`src/rtl/branch_hazard_ctrl_pkg.sv`:
```
// Shared encodings, Tuse/Tnew constants and the E/M/W writer record for branch_hazard_ctrl.
package branch_hazard_ctrl_pkg;

    typedef struct packed {
        logic [4:0] addr;
        logic [1:0] tnew;
    } wr_rec_t;

    localparam int NUM_OPS = 2;  // rs, rt

    localparam logic [1:0] FWD_RF = 2'd0;
    localparam logic [1:0] FWD_E  = 2'd1;
    localparam logic [1:0] FWD_M  = 2'd2;
    localparam logic [1:0] FWD_W  = 2'd3;

    localparam logic [1:0] TUSE_NONE = 2'd3;

    localparam logic [1:0] MD_OP_NONE  = 2'd0;
    localparam logic [1:0] MD_OP_MULT  = 2'd1;
    localparam logic [1:0] MD_OP_DIV   = 2'd2;
    localparam logic [1:0] MD_OP_HILO  = 2'd3;

    // Decoder-facing opcode class constants
    localparam logic [1:0] TUSE_BRANCH = 2'd0;
    localparam logic [1:0] TUSE_ALU    = 2'd1;
    localparam logic [1:0] TUSE_STORE  = 2'd2;
    localparam logic [1:0] TNEW_LUI    = 2'd0;
    localparam logic [1:0] TNEW_ALU    = 2'd1;
    localparam logic [1:0] TNEW_LOAD   = 2'd2;

    function automatic logic [1:0] sat_dec(input logic [1:0] x);
        return (x == 2'd0) ? 2'd0 : x - 2'd1;
    endfunction

endpackage

```
`src/rtl/branch_hazard_ctrl_operand_chk.sv`:
```
// Per-operand hazard detect and forward-source select against the E/M/W writer records.
module hazard_operand_chk
    import branch_hazard_ctrl_pkg::*;
(
    input  logic [4:0] r_addr,
    input  logic [1:0] tuse_r,
    input  wr_rec_t    e_rec,
    input  wr_rec_t    m_rec,
    input  wr_rec_t    w_rec,
    output logic       hazard_r,
    output logic [1:0] fwd_sel_r
);
    logic e_hit, m_hit, w_hit;

    always_comb begin
        e_hit = (r_addr != 5'd0) && (e_rec.addr == r_addr);
        m_hit = (r_addr != 5'd0) && (m_rec.addr == r_addr);
        w_hit = (r_addr != 5'd0) && (w_rec.addr == r_addr);

        hazard_r = (tuse_r != TUSE_NONE) &&
                   ((e_hit && (tuse_r < e_rec.tnew)) || (m_hit && (tuse_r < m_rec.tnew)));

        // Youngest matching writer decides; a not-yet-ready one blocks older bypasses.
        fwd_sel_r = FWD_RF;
        if (e_hit)
            fwd_sel_r = (e_rec.tnew == 2'd0) ? FWD_E : FWD_RF;
        else if (m_hit)
            fwd_sel_r = (m_rec.tnew == 2'd0) ? FWD_M : FWD_RF;
        else if (w_hit)
            fwd_sel_r = FWD_W;
    end
endmodule

```
`src/rtl/branch_hazard_ctrl.sv`:
```
// ID-stage hazard controller: stall and comparator forwarding selects from E/M/W records.
// Optional mult/div busy stall compiled in with BRANCH_HAZARD_MD_STALL_EN.
module branch_hazard_ctrl
    import branch_hazard_ctrl_pkg::*;
#(
    parameter int MD_MULT_CYC = 5,
    parameter int MD_DIV_CYC  = 10
) (
    input  logic       clk,
    input  logic       reset,
    input  logic [4:0] d_rs_addr,
    input  logic [4:0] d_rt_addr,
    input  logic [1:0] d_tuse_rs,
    input  logic [1:0] d_tuse_rt,
    input  logic [4:0] d_wr_addr,
    input  logic [1:0] d_tnew,
    input  logic [1:0] d_md_op,
    output logic       stall,
    output logic [1:0] fwd_sel_rs,
    output logic [1:0] fwd_sel_rt,
    output logic       md_busy
);
    wr_rec_t e_rec, m_rec, w_rec;

    logic [NUM_OPS-1:0][4:0] op_addr;
    logic [NUM_OPS-1:0][1:0] op_tuse;
    logic [NUM_OPS-1:0]      op_haz;
    logic [NUM_OPS-1:0][1:0] op_sel;
    logic                    md_stall;

    assign op_addr = {d_rt_addr, d_rs_addr};
    assign op_tuse = {d_tuse_rt, d_tuse_rs};

    genvar g;
    generate
        for (g = 0; g < NUM_OPS; g++) begin : g_op
            hazard_operand_chk u_chk (
                .r_addr    (op_addr[g]),
                .tuse_r    (op_tuse[g]),
                .e_rec     (e_rec),
                .m_rec     (m_rec),
                .w_rec     (w_rec),
                .hazard_r  (op_haz[g]),
                .fwd_sel_r (op_sel[g])
            );
        end
    endgenerate

    assign fwd_sel_rs = op_sel[0];
    assign fwd_sel_rt = op_sel[1];
    assign stall      = (|op_haz) | md_stall;

    // A stall freezes D, so E takes a bubble while M/W keep draining.
    always_ff @(posedge clk or posedge reset) begin
        if (reset) begin
            e_rec <= '0;
            m_rec <= '0;
            w_rec <= '0;
        end else begin
            e_rec <= stall ? '0 : wr_rec_t'{addr: d_wr_addr, tnew: d_tnew};
            m_rec <= wr_rec_t'{addr: e_rec.addr, tnew: sat_dec(e_rec.tnew)};
            w_rec <= wr_rec_t'{addr: m_rec.addr, tnew: 2'd0};
        end
    end

`ifdef BRANCH_HAZARD_MD_STALL_EN
    logic [3:0] md_cnt;

    always_ff @(posedge clk or posedge reset) begin
        if (reset)
            md_cnt <= 4'd0;
        else if (!stall && d_md_op == MD_OP_MULT)
            md_cnt <= 4'(MD_MULT_CYC);
        else if (!stall && d_md_op == MD_OP_DIV)
            md_cnt <= 4'(MD_DIV_CYC);
        else if (md_cnt != 4'd0)
            md_cnt <= md_cnt - 4'd1;
    end

    assign md_busy  = (md_cnt != 4'd0);
    assign md_stall = (d_md_op != MD_OP_NONE) && md_busy;
`else
    logic [3:0] unused_md;
    assign unused_md = 4'(MD_MULT_CYC) ^ 4'(MD_DIV_CYC) ^ {2'b00, d_md_op};
    assign md_busy   = 1'b0;
    assign md_stall  = 1'b0;
`endif

endmodule
```
`config.mk`:
```
export PLATFORM = sky130hd
export DESIGN_NAME = branch_hazard_ctrl
export DESIGN_NICKNAME = d
export VERILOG_FILES = /design/src/rtl/branch_hazard_ctrl_pkg.sv /design/src/rtl/branch_hazard_ctrl_operand_chk.sv /design/src/rtl/branch_hazard_ctrl.sv
export SDC_FILE = /design/constraint.sdc
export NUM_CORES = 1
export LEC_CHECK = 0
export BUFFER_PORTS_ARGS = -buffer_cell sky130_fd_sc_hd__buf_2
export CORE_UTILIZATION = 47
export DETAILED_ROUTE_END_ITERATION = 10
export GPL_TIMING_DRIVEN = 0
export HOLD_SLACK_MARGIN = 0.05
export PLACE_DENSITY_LB_ADDON = 0.08
export SETUP_SLACK_MARGIN = 0.02
export SLEW_MARGIN = 10
export SYNTH_ARGS = -nofsm -noshare
export SYNTH_HDL_FRONTEND = slang
export SYNTH_HIERARCHICAL = 1
export SYNTH_SLANG_ARGS = --single-unit
```
`constraint.sdc`:
```
create_clock -name clk -period 1.52 [get_ports clk]
set_clock_uncertainty 0.1 [all_clocks]
set_input_delay 0 -clock clk [delete_from_list [all_inputs] [get_ports clk]]
set_output_delay 0 -clock clk [all_outputs]
set_load 0.005 [all_outputs]
```
==> results.md, run 1 <==
- Status: finished, violations left
- Violated checks: negative setup slack
- Synth Cell Area: 1227 um^2
- Die Ht: 53.11 um
- R2R depth: 10
- Die W: 53.11 um
- Mean post-synth cell area: between 10 and 15 um^2
- Hold Crit Class: input port to async pin
- Tmin final: between 2 and 2.5 ns
- Syn_nets: 147
- Drt first pass iters: 4
- Layout Nets: 192
- Setup CP Type: flop to output pin
- FFs w/ async S/R, synth: 1.000
- Crit-path cells: inv_2 -> ha_4 -> nor2b_1 -> o22ai_1 -> nand4b_1 -> a21oi_2 -> buf_6 -> or2_1 -> buf_2
- CTS sink cnt: 19
- Gr ovfl total: 0
- Dpl hpwl: 1942 um
- Root buffer cell: clkbuf_4
- CP max stage delay: 0.43 ns
- Share of layout cells above drive strength 1: 0.4259
- Cell with the most instances after synthesis: xor2_1
- DRT iter0 DRCs: 15
- Most instantiated cells after synthesis: 20 x xor2_1, 19 x dfrtp_1, 10 x xnor2_1
- Final period utilization: 1.341
- Worst r2r src: m_rec[1]
- Final Hold Violating Endpoints: 0
- Total of max-cap violations: 0
- RSZ-0062 raised after global routing: true
- Initial core utilization: 0.4955
- Seq/Total Area, Yosys: 0.3874
- Ranking of synthesized cells by area: dfrtp_1 39%, xor2_1 14%, nor3b_2 7.1%
- Pre-CTS setup slack: -0.2898 ns
- Overall power: around 1200 uW
- Global-route wire length before repair: 4084 um
- Final antenna-violating net count: 0
- Syn-to-layout area delta: 34.86%
- Worst-path maximum fanout: 3
- Worst skew pair latency: 0.30 ns
- Pleak: 0.0007494 uW
- Most used DFF post-synth: dfrtp_1
- Routed len/inst: 14.52 um
- Clock Path Buffers: 2
- Buf/Inv on CP: 3
- Post-synth top area cell: dfrtp_1
- Worst vdd ir: slightly below 0.7 mV
- Final instance area: 1655 um^2
- Die area: 2820 um^2
- Gpl congestion: approximately 0.75
- R2R Setup Slk: -0.38 ns
- I/O pins: 31
- Largest net degree at the start of global routing: 20
- Yosys reg bits: 19
- CTS tree: built
- Endpoints failing setup: 12
- Mapped Cells: 118
- Filler instances: approximately 210
- CP endpoint kind: output pin
- CTS Buf Count: 3
- CORE AREA: 2477 um^2
- Ant. Diodes: 0
- Total track usage: 0.2109
- Total Wirelength: between 2000 and 3000 um
- EDFF count, synth: 0
- Yosys top cell area share: 0.3874
- Slew margin rel.: 0.5237
- Antenna violations before repair: 0
- # placed instances: 175
- CP delay by family, top: flip-flops
- Library cells used by synthesis: 25
- Post-DP Area: about 1400 um^2
- Reg2reg end: e_rec[3]
- Reg clk slew, reported paths: 0.11 ns
- Vias/cell: 5.193
- CP Launch Type: flop
- Non-filler cells, final: 192
- TNS Setup: -3.861 ns
- Pwr dens: 732.4 nW/um^2
- Crit path DAT: 1.94 ns
- Routed vias: 997
- Slowest CP cell: dfrtp_1
- CP required: 1.42 ns
- IO Port Bufs: 27
- FMAX: around 0.5 GHz
- # DRC: 0
- Placement Rows: 18
- Synthesis Warnings: 6
- Vias in the first global route: 904
- H-tree depth: 1
- Worst Tran Pin Value: about 0.7 ns
- Final slew viol count: 0
- Final setup margin: -0.5184 ns
==> registers in the layout, indices dropped and copies added (netlist names) <==
register and cells:
e_rec 7, m_rec 7, w_rec 5
==> cell usage in the layout (no fill, tap or decap), drive strengths merged <==
| cell | n |
|---|---|
| ha | 4 |
| nand3 | 4 |
| conb | 1 |
| clkbuf | 3 |
| nor2b | 5 |
| xor2 | 20 |
| nand4b | 4 |
| buf | 35 |
| xnor2 | 10 |
| a21oi | 4 |
| or3 | 2 |
| clkinv | 1 |
| inv | 5 |
| dlygate4sd3 | 8 |
| nor2 | 8 |
| a21o | 2 |
| dfrtp | 19 |
| nor3b | 7 |
| nand2 | 4 |
| nor3 | 4 |
| and2 | 1 |
| or4 | 2 |
| a211o | 2 |
| or2 | 1 |
| o22ai | 6 |
==> how the worst max path moves through the flow <==
stage          slack [ns]      from  depth (start not counted)        to
4_1_cts             -0.53  e_rec[1]                          9     stall
5_1_grt             -0.63  m_rec[2]                          7     stall
6_report            -0.52  m_rec[1]                          9     stall
2_1_floorplan       -0.05  m_rec[1]                          8  e_rec[0]
3_5_place_dp        -0.29  m_rec[1]                          9     stall
3_3_place_gp        -0.26  e_rec[1]                          9     stall
==> repair_timing <==
action                                  in CTS  in global routing
setup buffers                                6                  2
endpoints found under the setup margin      12                 12
pin swaps                                   19                 13
hold endpoints to repair                    26                  0
hold buffers                                 8                  0
resized for setup                           12                 13
==> cell type report <==
type | count | area (um^2) | share of cell area
clock buffers | 3 | 22.52 | 0.01361
inverters | 5 | 18.77 | 0.01134
clock inverters | 1 | 5.005 | 0.003023
plain buffers | 3 | 30.03 | 0.01814
repair buffers | 40 | 264.0 | 0.1595
flip-flops and latches | 19 | 476.7 | 0.2880
multi-input cells | 91 | 800.8 | 0.4837
well taps | 30 | 37.54 | 0.02268
==> tightest hold or removal path: stages <==
cell,delay [ns]
dlygate4sd3_1,0.53
buf_2,0.12
inv_1,0.52
==> power by group <==
part           total [uW]  switching [uW]  internal, uW  leakage, uW
Combinational         354             167           187     0.000507
Sequential            600            51.9           548     0.000225
Clock                 259             161          98.2    0.0000177
==> layer usage <==
layer / vias to the layer above / global-route usage / routed length [um]
li1: 491 / - / -
met1: 480 / 0.2670 / 1231
met2: 22 / 0.3565 / 1422
met3: 4 / 0.01724 / 83
met4: 0 / 0.1053 / 49
met5: - / 0 / 0
==> cells by family (layout without fill, tap and decap cells) <==
family                     count (synthesis)  after routing  synth area share
other                                      1              1          0.003055
and+or+nand+nor                           42             42            0.2314
DFF                                       19             19            0.3874
xor gates and xnor gates                  30             30            0.2141
buffers and inverters                      8             52           0.03976
AOI/OAI and AO/OA                         14             14           0.08358
adders and majority gates                  4              4           0.04078
==> metrics by stage <==
| step | utilization | hold slack [ns] |
|---|---|---|
| 2_1_floorplan | - | -0.1489 |
| 3_3_place_gp | 0.5682 | 0.04026 |
| 3_5_place_dp | 0.5682 | 0.05672 |
| 4_1_cts | 0.6540 | 0.2613 |
| 5_1_grt | 0.6682 | 0.3162 |
| 6_report | 0.6682 | 0.2483 |
No activity file was read; power rests on OpenSTA's default activity.
==> run 2, diff against run 1 <==
Settings changed: CELL_PAD_IN_SITES_DETAIL_PLACEMENT from default to 1, CELL_PAD_IN_SITES_GLOBAL_PLACEMENT from default to 1, CORE_UTILIZATION 47 to 36.
==> results.md, run 2 (synthesized netlist as in run 1, its figures left out) <==
- H-tree depth: 1 (unchanged)
- Pwr dens: 733.3 nW/um^2 (was 732.4 nW/um^2)
- RSZ-0062 raised after global routing: true (unchanged)
- Violated checks: negative setup slack (unchanged)
- Total track usage: 0.1968 (was 0.2109)
- Reg clk slew, reported paths: 0.11 ns (about the same)
- DRT iter0 DRCs: 38 (was 15)
- Layout Nets: 193 (was 192)
- Switching share of power: 0.3092 (was 0.3131)
- Crit path from: e_rec[1] (was m_rec[1])
- Commonest non-fill, non-tap cell in the layout: buf_2 (unchanged)
- CP Launch Type: flop (unchanged)
- FMAX: 0.4904 GHz (was 0.4906 GHz)
- Share of layout cells above drive strength 1: 0.3865 (was 0.4259)
- Regs by FF count: e_rec (7), m_rec (7), w_rec (5) (unchanged)
- Die W: 60.39 um (was 53.11 um)
- Syn-to-layout area delta: 33.13% (was 34.86%)
- I/O pins: 31 (unchanged)
- CP delay by family, top: simple AND/OR/NAND/NOR gates (was flip-flops)
- Vias/cell: 4.778 (was 5.193)
- Status: finished, violations left (unchanged)
- Pleak: 0.0007489 uW (was 0.0007494 uW)
- Gpl congestion: 0.7621 (was 0.7520)
- CORE AREA: 3153 um^2 (was 2477 um^2)
- Vias in the first global route: 1160 (was 904)
- Slew margin rel.: 0.5454 (was 0.5237)
- Tmin final: 2.039 ns (was 2.038 ns)
- Placement Rows: 20 (was 18)
- Crit path DAT: 1.94 ns (about the same)
- Final slew viol count: 0 (unchanged)
- CTS tree: built (unchanged)
- Final Hold Violating Endpoints: 0 (unchanged)
- Net Switching: 370.5 uW (was 379.6 uW)
- Routed len/inst: 14.81 um (was 14.52 um)
- Clk pwr share: 0.209 (was 0.214)
- Buf/Inv on CP: 3 (unchanged)
- Antenna violations before repair: 0 (unchanged)
- Worst vdd ir: 0.4738 mV (was 0.6941 mV)
- Die Ht: 60.39 um (was 53.11 um)
- Final setup margin: -0.5190 ns (was -0.5184 ns)
- CP endpoint kind: output pin (unchanged)
- Crit-path cells: inv_1 -> ha_1 -> nor2b_2 -> o22ai_2 -> nand4b_1 -> a21oi_2 -> buf_6 -> or2_1 -> buf_2 (was inv_2 -> ha_4 -> nor2b_1 -> o22ai_1 -> nand4b_1 -> a21oi_2 -> buf_6 -> or2_1 -> buf_2)
- CTS Buf Count: 3 (unchanged)
- Endpoints failing setup: 12 (unchanged)
- Worst skew pair latency: 0.29 ns (was 0.30 ns)
- Routed vias: 989 (was 997)
- Combinational power share: 0.293 (was 0.292)
- Drt first pass iters: 3 (was 4)
- Clock Path Buffers: 2 (unchanged)
- Final antenna-violating net count: 0 (unchanged)
- Hold Crit Class: input port to async pin (unchanged)
- Non-filler cells, final: 207 (was 192)
- Initial core utilization: 0.3893 (was 0.4955)
- Internal: 827.8 uW (was 832.7 uW)
- Global-route wire length before repair: 5264 um (was 4084 um)
- Ant. Diodes: 0 (unchanged)
- Sequential Power Share: 0.499 (was 0.495)
- Dpl hpwl: 2256 um (was 1942 um)
- Slowest CP cell: dfrtp_1 (unchanged)
- Worst Tran Pin Value: 0.6812 ns (was 0.7137 ns)
- Die area: 3647 um^2 (was 2820 um^2)
- Total Wirelength: 3065 um (was 2787 um)
- CP max stage delay: 0.40 ns (was 0.43 ns)
- # DRC: 0 (unchanged)
- Gr ovfl total: 0 (unchanged)
- CP required: 1.42 ns (about the same)
- Largest net degree at the start of global routing: 20 (unchanged)
- Most frequent cells in the layout: 27 x buf_2, 20 x xor2_1, 19 x dfrtp_1 (was 27 x buf_2, 20 x xor2_1, 18 x dfrtp_1)
- # placed instances: 189 (was 175)
- CTS sink cnt: 19 (unchanged)
- Root buffer cell: clkbuf_4 (unchanged)
- IO Port Bufs: 27 (unchanged)
- Total of max-cap violations: 0 (unchanged)
- Worst r2r src: m_rec[1] (unchanged)
- Setup CP Type: flop to output pin (unchanged)
- Overall power: 1198 uW (was 1212 uW)
- Worst-path maximum fanout: 3 (unchanged)
- Filler instances: 373 (was 209)
- Final period utilization: 1.341 (about the same)
==> run 2: cell count changes in the layout (fill, tap and decap cells not counted), sizes merged <==
cell,delta
buf,+1
==> run 2: layout make-up <==
| cell class | instances | area, um^2 | share of cell area |
|---|---|---|---|
| Buffer | 3 | 30.03 | 0.01838 |
| Clock buffer | 3 | 22.52 | 0.01378 |
| Clock inverter | 1 | 5.005 | 0.003063 |
| Inverter | 5 | 18.77 | 0.01149 |
| Multi-Input combinational cell | 91 | 767.0 | 0.4694 |
| Sequential cell | 19 | 475.5 | 0.2910 |
| Tap cell | 44 | 55.05 | 0.03369 |
| Timing Repair Buffer | 41 | 260.3 | 0.1593 |
==> run 2: path summary, 6_finish.rpt <==
check                           cells past startpoint  slack [ns]       end
min in group clk                                    6        0.33  e_rec[4]
worst max register to register                      9       -0.36  e_rec[0]
max in group asynchronous                           3        0.64  m_rec[0]
worst min-delay path                                3        0.25  e_rec[3]
worst max-delay path                                9       -0.52     stall
worst min register to register                      0        0.35  w_rec[5]
==> run 2: power groups by stage <==
stage                     sequential [uW]  clock (uW)  combinational [uW]
final                                 598         250                 351
after global routing                  606         292                 393
after CTS                             598         265                 341
after detailed placement              610           0                 288
after global placement                608           0                 277
after floorplan                       592           0                 197
==> run 2: worst min-delay path: cells and delay by family <==
| kind | cells | cell delay, ns |
|---|---|---|
| buffers and inverters | 3 | 1.15 |
==> run 2: timing repair <==
action / in CTS / in global routing
endpoints found under the setup margin: 12 / 12
pin swaps: 11 / 10
resized for setup: 5 / 5
endpoints found under the hold margin: 26 / 0
buffers inserted: 6 / 0
hold buffers: 8 / 0
==> run 2: per-stage QoR <==
step,utilization,setup slack [ns],TNS (ns),instance area [um^2],hold slack [ns]
floorplan,-,-0.04856,-0.3413,1235,-0.1489
global placement,0.4520,-0.2946,-2.139,1425,0.04514
detailed placement,0.4520,-0.3295,-2.443,1425,0.05527
CTS,0.5107,-0.5463,-4.068,1610,0.2694
global route,0.5183,-0.6631,-5.239,1634,0.3027
finish,0.5183,-0.5190,-3.739,1634,0.2471
==> run 2: layer usage <==
metal	global-route usage	vias up	routed length [um]
met2	0.3689	20	1644
met5	0	-	0
li1	-	490	-
met3	0.01919	2	71
met4	0.04983	0	14
met1	0.2392	477	1335
==> run 3, diff against run 2 <==
Settings changed: CORE_UTILIZATION 36 to 35, SYNTH_HIERARCHICAL 1 to default.
==> results.md, run 3 <==
- Drt first pass iters: 4 (was 3)
- Clk pwr share: 0.211 (was 0.209)
- Net Switching: 391.3 uW (was 370.5 uW)
- Most frequent cells in the layout: 25 x buf_2, 18 x dfrtp_1, 16 x xor2_1 (was 27 x buf_2, 20 x xor2_1, 19 x dfrtp_1)
- Library cells used by synthesis: 29 (was 25)
- CP endpoint kind: output pin (unchanged)
- Worst skew pair latency: 0.30 ns (was 0.29 ns)
- Synth Cell Area: 1189 um^2 (was 1227 um^2)
- Global-route wire length before repair: 4795 um (was 5264 um)
- Mean post-synth cell area: 10.07 um^2 (was 10.40 um^2)
- Layout Nets: 193 (unchanged)
- GR Util met2: 0.3359 (was 0.3689)
- DRT iter0 DRCs: 39 (was 38)
- Setup CP Type: flop to output pin (unchanged)
- Seq/Total Area, Yosys: 0.4000 (was 0.3874)
- Die W: 60.28 um (was 60.39 um)
- Synthesis Warnings: 0 (was 6)
- Share of layout cells above drive strength 1: 0.3865 (unchanged)
- Pwr dens: 726.2 nW/um^2 (was 733.3 nW/um^2)
- Filler instances: 352 (was 373)
- Regs by FF count: e_rec (7), m_rec (7), w_rec (5) (unchanged)
- Total of max-cap violations: 0 (unchanged)
- Worst-path maximum fanout: 3 (unchanged)
- Status: finished, violations left (unchanged)
- Total Wirelength: 3037 um (was 3065 um)
- R2R depth: 6 (was 9)
- Routed vias: 1001 (was 989)
- Sequential Power Share: 0.486 (was 0.499)
- Final period utilization: 1.329 (was 1.341)
- CTS sink cnt: 19 (unchanged)
- Worst r2r src: m_rec[5] (was m_rec[1])
- RSZ-0062 raised after global routing: true (unchanged)
- Gr ovfl total: 0 (unchanged)
- Vias/cell: 4.836 (was 4.778)
- Antenna violations before repair: 0 (unchanged)
- Met1 Use GR: 0.2267 (was 0.2392)
- Switching share of power: 0.3185 (was 0.3092)
- Reg clk slew, reported paths: 0.12 ns (was 0.11 ns)
- FMAX: 0.4949 GHz (was 0.4904 GHz)
- IO Port Bufs: 27 (unchanged)
- Ant. Diodes: 0 (unchanged)
- Combinational power share: 0.303 (was 0.293)
- I/O pins: 31 (unchanged)
- Cell with the most instances after synthesis: dfrtp_1 (was xor2_1)
- Post-synth top area cell: dfrtp_1 (unchanged)
- Root buffer cell: clkbuf_4 (unchanged)
- CTS tree: built (unchanged)
- CP required: 1.42 ns (about the same)
- Crit path DAT: 1.92 ns (was 1.94 ns)
- EDFF count, synth: 0 (unchanged)
- Routed len/inst: 14.67 um (was 14.81 um)
- Total track usage: 0.1828 (was 0.1968)
- Placement Rows: 20 (unchanged)
- Yosys top cell area share: 0.4000 (was 0.3874)
- R2R Setup Slk: -0.30 ns (was -0.36 ns)
- TNS Setup: -4.085 ns (was -3.739 ns)
- Syn-to-layout area delta: 42.32% (was 33.13%)
- Endpoints failing setup: 12 (unchanged)
- Reg2reg end: e_rec[0] (unchanged)
- Hold Crit Class: input port to async pin (unchanged)
- Utilization after layout: 0.5408 (was 0.5183)
- H-tree depth: 1 (unchanged)
- CORE AREA: 3128 um^2 (was 3153 um^2)
- Tmin final: 2.020 ns (was 2.039 ns)
- Die area: 3633 um^2 (was 3647 um^2)
- Internal: 837.2 uW (was 827.8 uW)
- Top Usage Layer GRT: met2 (unchanged)
- Pleak: 0.0007399 uW (was 0.0007489 uW)
- Worst Tran Pin Value: 0.6933 ns (was 0.6812 ns)
- Initial core utilization: 0.3800 (was 0.3893)
- Die Ht: 60.28 um (was 60.39 um)
- CP Launch Type: flop (unchanged)
- Worst vdd ir: 0.4493 mV (was 0.4738 mV)
- Clock Path Buffers: 2 (unchanged)
- Violated checks: negative setup slack (unchanged)
- CTS Buf Count: 3 (unchanged)
- Syn_nets: 147 (unchanged)
- Met3 Use GR: 0.01299 (was 0.01919)
- Slew margin rel.: 0.5373 (was 0.5454)
- Final setup margin: -0.5004 ns (was -0.5190 ns)
- Largest net degree at the start of global routing: 20 (unchanged)
- Most used DFF post-synth: dfrtp_1 (unchanged)
- Dpl hpwl: 2288 um (was 2256 um)
- Gpl congestion: 0.7821 (was 0.7621)
- Mapped Cells: 118 (unchanged)
- Ranking of synthesized cells by area: dfrtp_1 40%, xor2_1 12%, xnor2_1 10% (was dfrtp_1 39%, xor2_1 14%, nor3b_2 7.1%)
- Yosys reg bits: 19 (unchanged)
- FFs w/ async S/R, synth: 1.000 (unchanged)
- Final Hold Violating Endpoints: 0 (unchanged)
- Final antenna-violating net count: 0 (unchanged)
- # DRC: 0 (unchanged)
- Vias in the first global route: 1085 (was 1160)
- Most instantiated cells after synthesis: 19 x dfrtp_1, 16 x xor2_1, 14 x xnor2_1 (was 20 x xor2_1, 19 x dfrtp_1, 10 x xnor2_1)
- Commonest non-fill, non-tap cell in the layout: buf_2 (unchanged)
- Final slew viol count: 0 (unchanged)
## run 3: what timing repair did
item / CTS / global route
pin swaps: 11 / 4
endpoints found under the setup margin: 12 / 12
gates cloned: 0 / 0
setup buffers: 6 / 0
hold buffers: 8 / 0
resized for setup: 11 / 9
hold endpoints to repair: 26 / 0
## run 3: per-layer routing
metal  wire, um  share of wire
met3         63          0.021
met1       1358           0.45
met5          0              0
met4         17         0.0056
met2       1597           0.53
## run 3: how the worst max path moves through the flow
stage,from,endpoint,slack [ns],cells past startpoint
detailed placement,m_rec[3],fwd_sel_rs[0],-0.36,6
floorplan,e_rec[1],e_rec[0],0.004,7
global placement,m_rec[3],fwd_sel_rs[0],-0.28,6
finish,e_rec[1],stall,-0.50,8
CTS,e_rec[1],stall,-0.48,8
global route,e_rec[1],stall,-0.58,8
## run 3: cells by family after synthesis
| logic type | synth area share |
|---|---|
| xor+xnor | 0.2211 |
| buf+inv | 0.03790 |
| other cells | 0.003155 |
| fa+ha+maj | 0.04211 |
| simple gates | 0.2084 |
| compound gates | 0.05158 |
| flops | 0.4000 |
| mux | 0.03579 |
## run 3: through the flow
stage / area [um^2] / cells / power [uW] / worst slack [ns] / hold WS (ns)
floorplan: 1222 / 118 / 791.0 / 0.003925 / -0.1489
global placement: 1413 / 189 / 885.0 / -0.2780 / 0.04542
detailed placement: 1413 / 189 / 899.6 / -0.3565 / 0.05567
CTS: 1648 / 207 / 1220 / -0.4817 / 0.2584
global route: 1692 / 207 / 1303 / -0.5816 / 0.2846
finish: 1692 / 207 / 1229 / -0.5004 / 0.2380
## run 3: critical path, cell delays in order (launching register included)
cell and delay, ns:
dfrtp_1 0.39, inv_2 0.09, ha_4 0.27, and2b_2 0.14, o22ai_2 0.05, nand4b_1 0.12
a21bo_4 0.25, or2_1 0.20, buf_2 0.12
## run 3: final cells by class
cell class | instances | area [um^2] | area share
Sequential cell | 19 | 476.7 | 0.2818
Buffer | 1 | 7.507 | 0.004438
Inverter | 10 | 37.54 | 0.02219
Clock inverter | 1 | 5.005 | 0.002959
Timing Repair Buffer | 41 | 272.8 | 0.1612
Tap cell | 44 | 55.05 | 0.03254
Clock buffer | 3 | 22.52 | 0.01331
Multi-Input combinational cell | 88 | 814.5 | 0.4815
## run 3: power groups by stage
| stage | registers, uW | logic, uW | clock network, uW |
|---|---|---|---|
| 5_1_grt | 604 | 411 | 288 |
| 6_report | 597 | 372 | 259 |
| 4_1_cts | 596 | 360 | 264 |
| 3_3_place_gp | 605 | 280 | 0 |
| 2_1_floorplan | 591 | 200 | 0 |
| 3_5_place_dp | 607 | 292 | 0 |
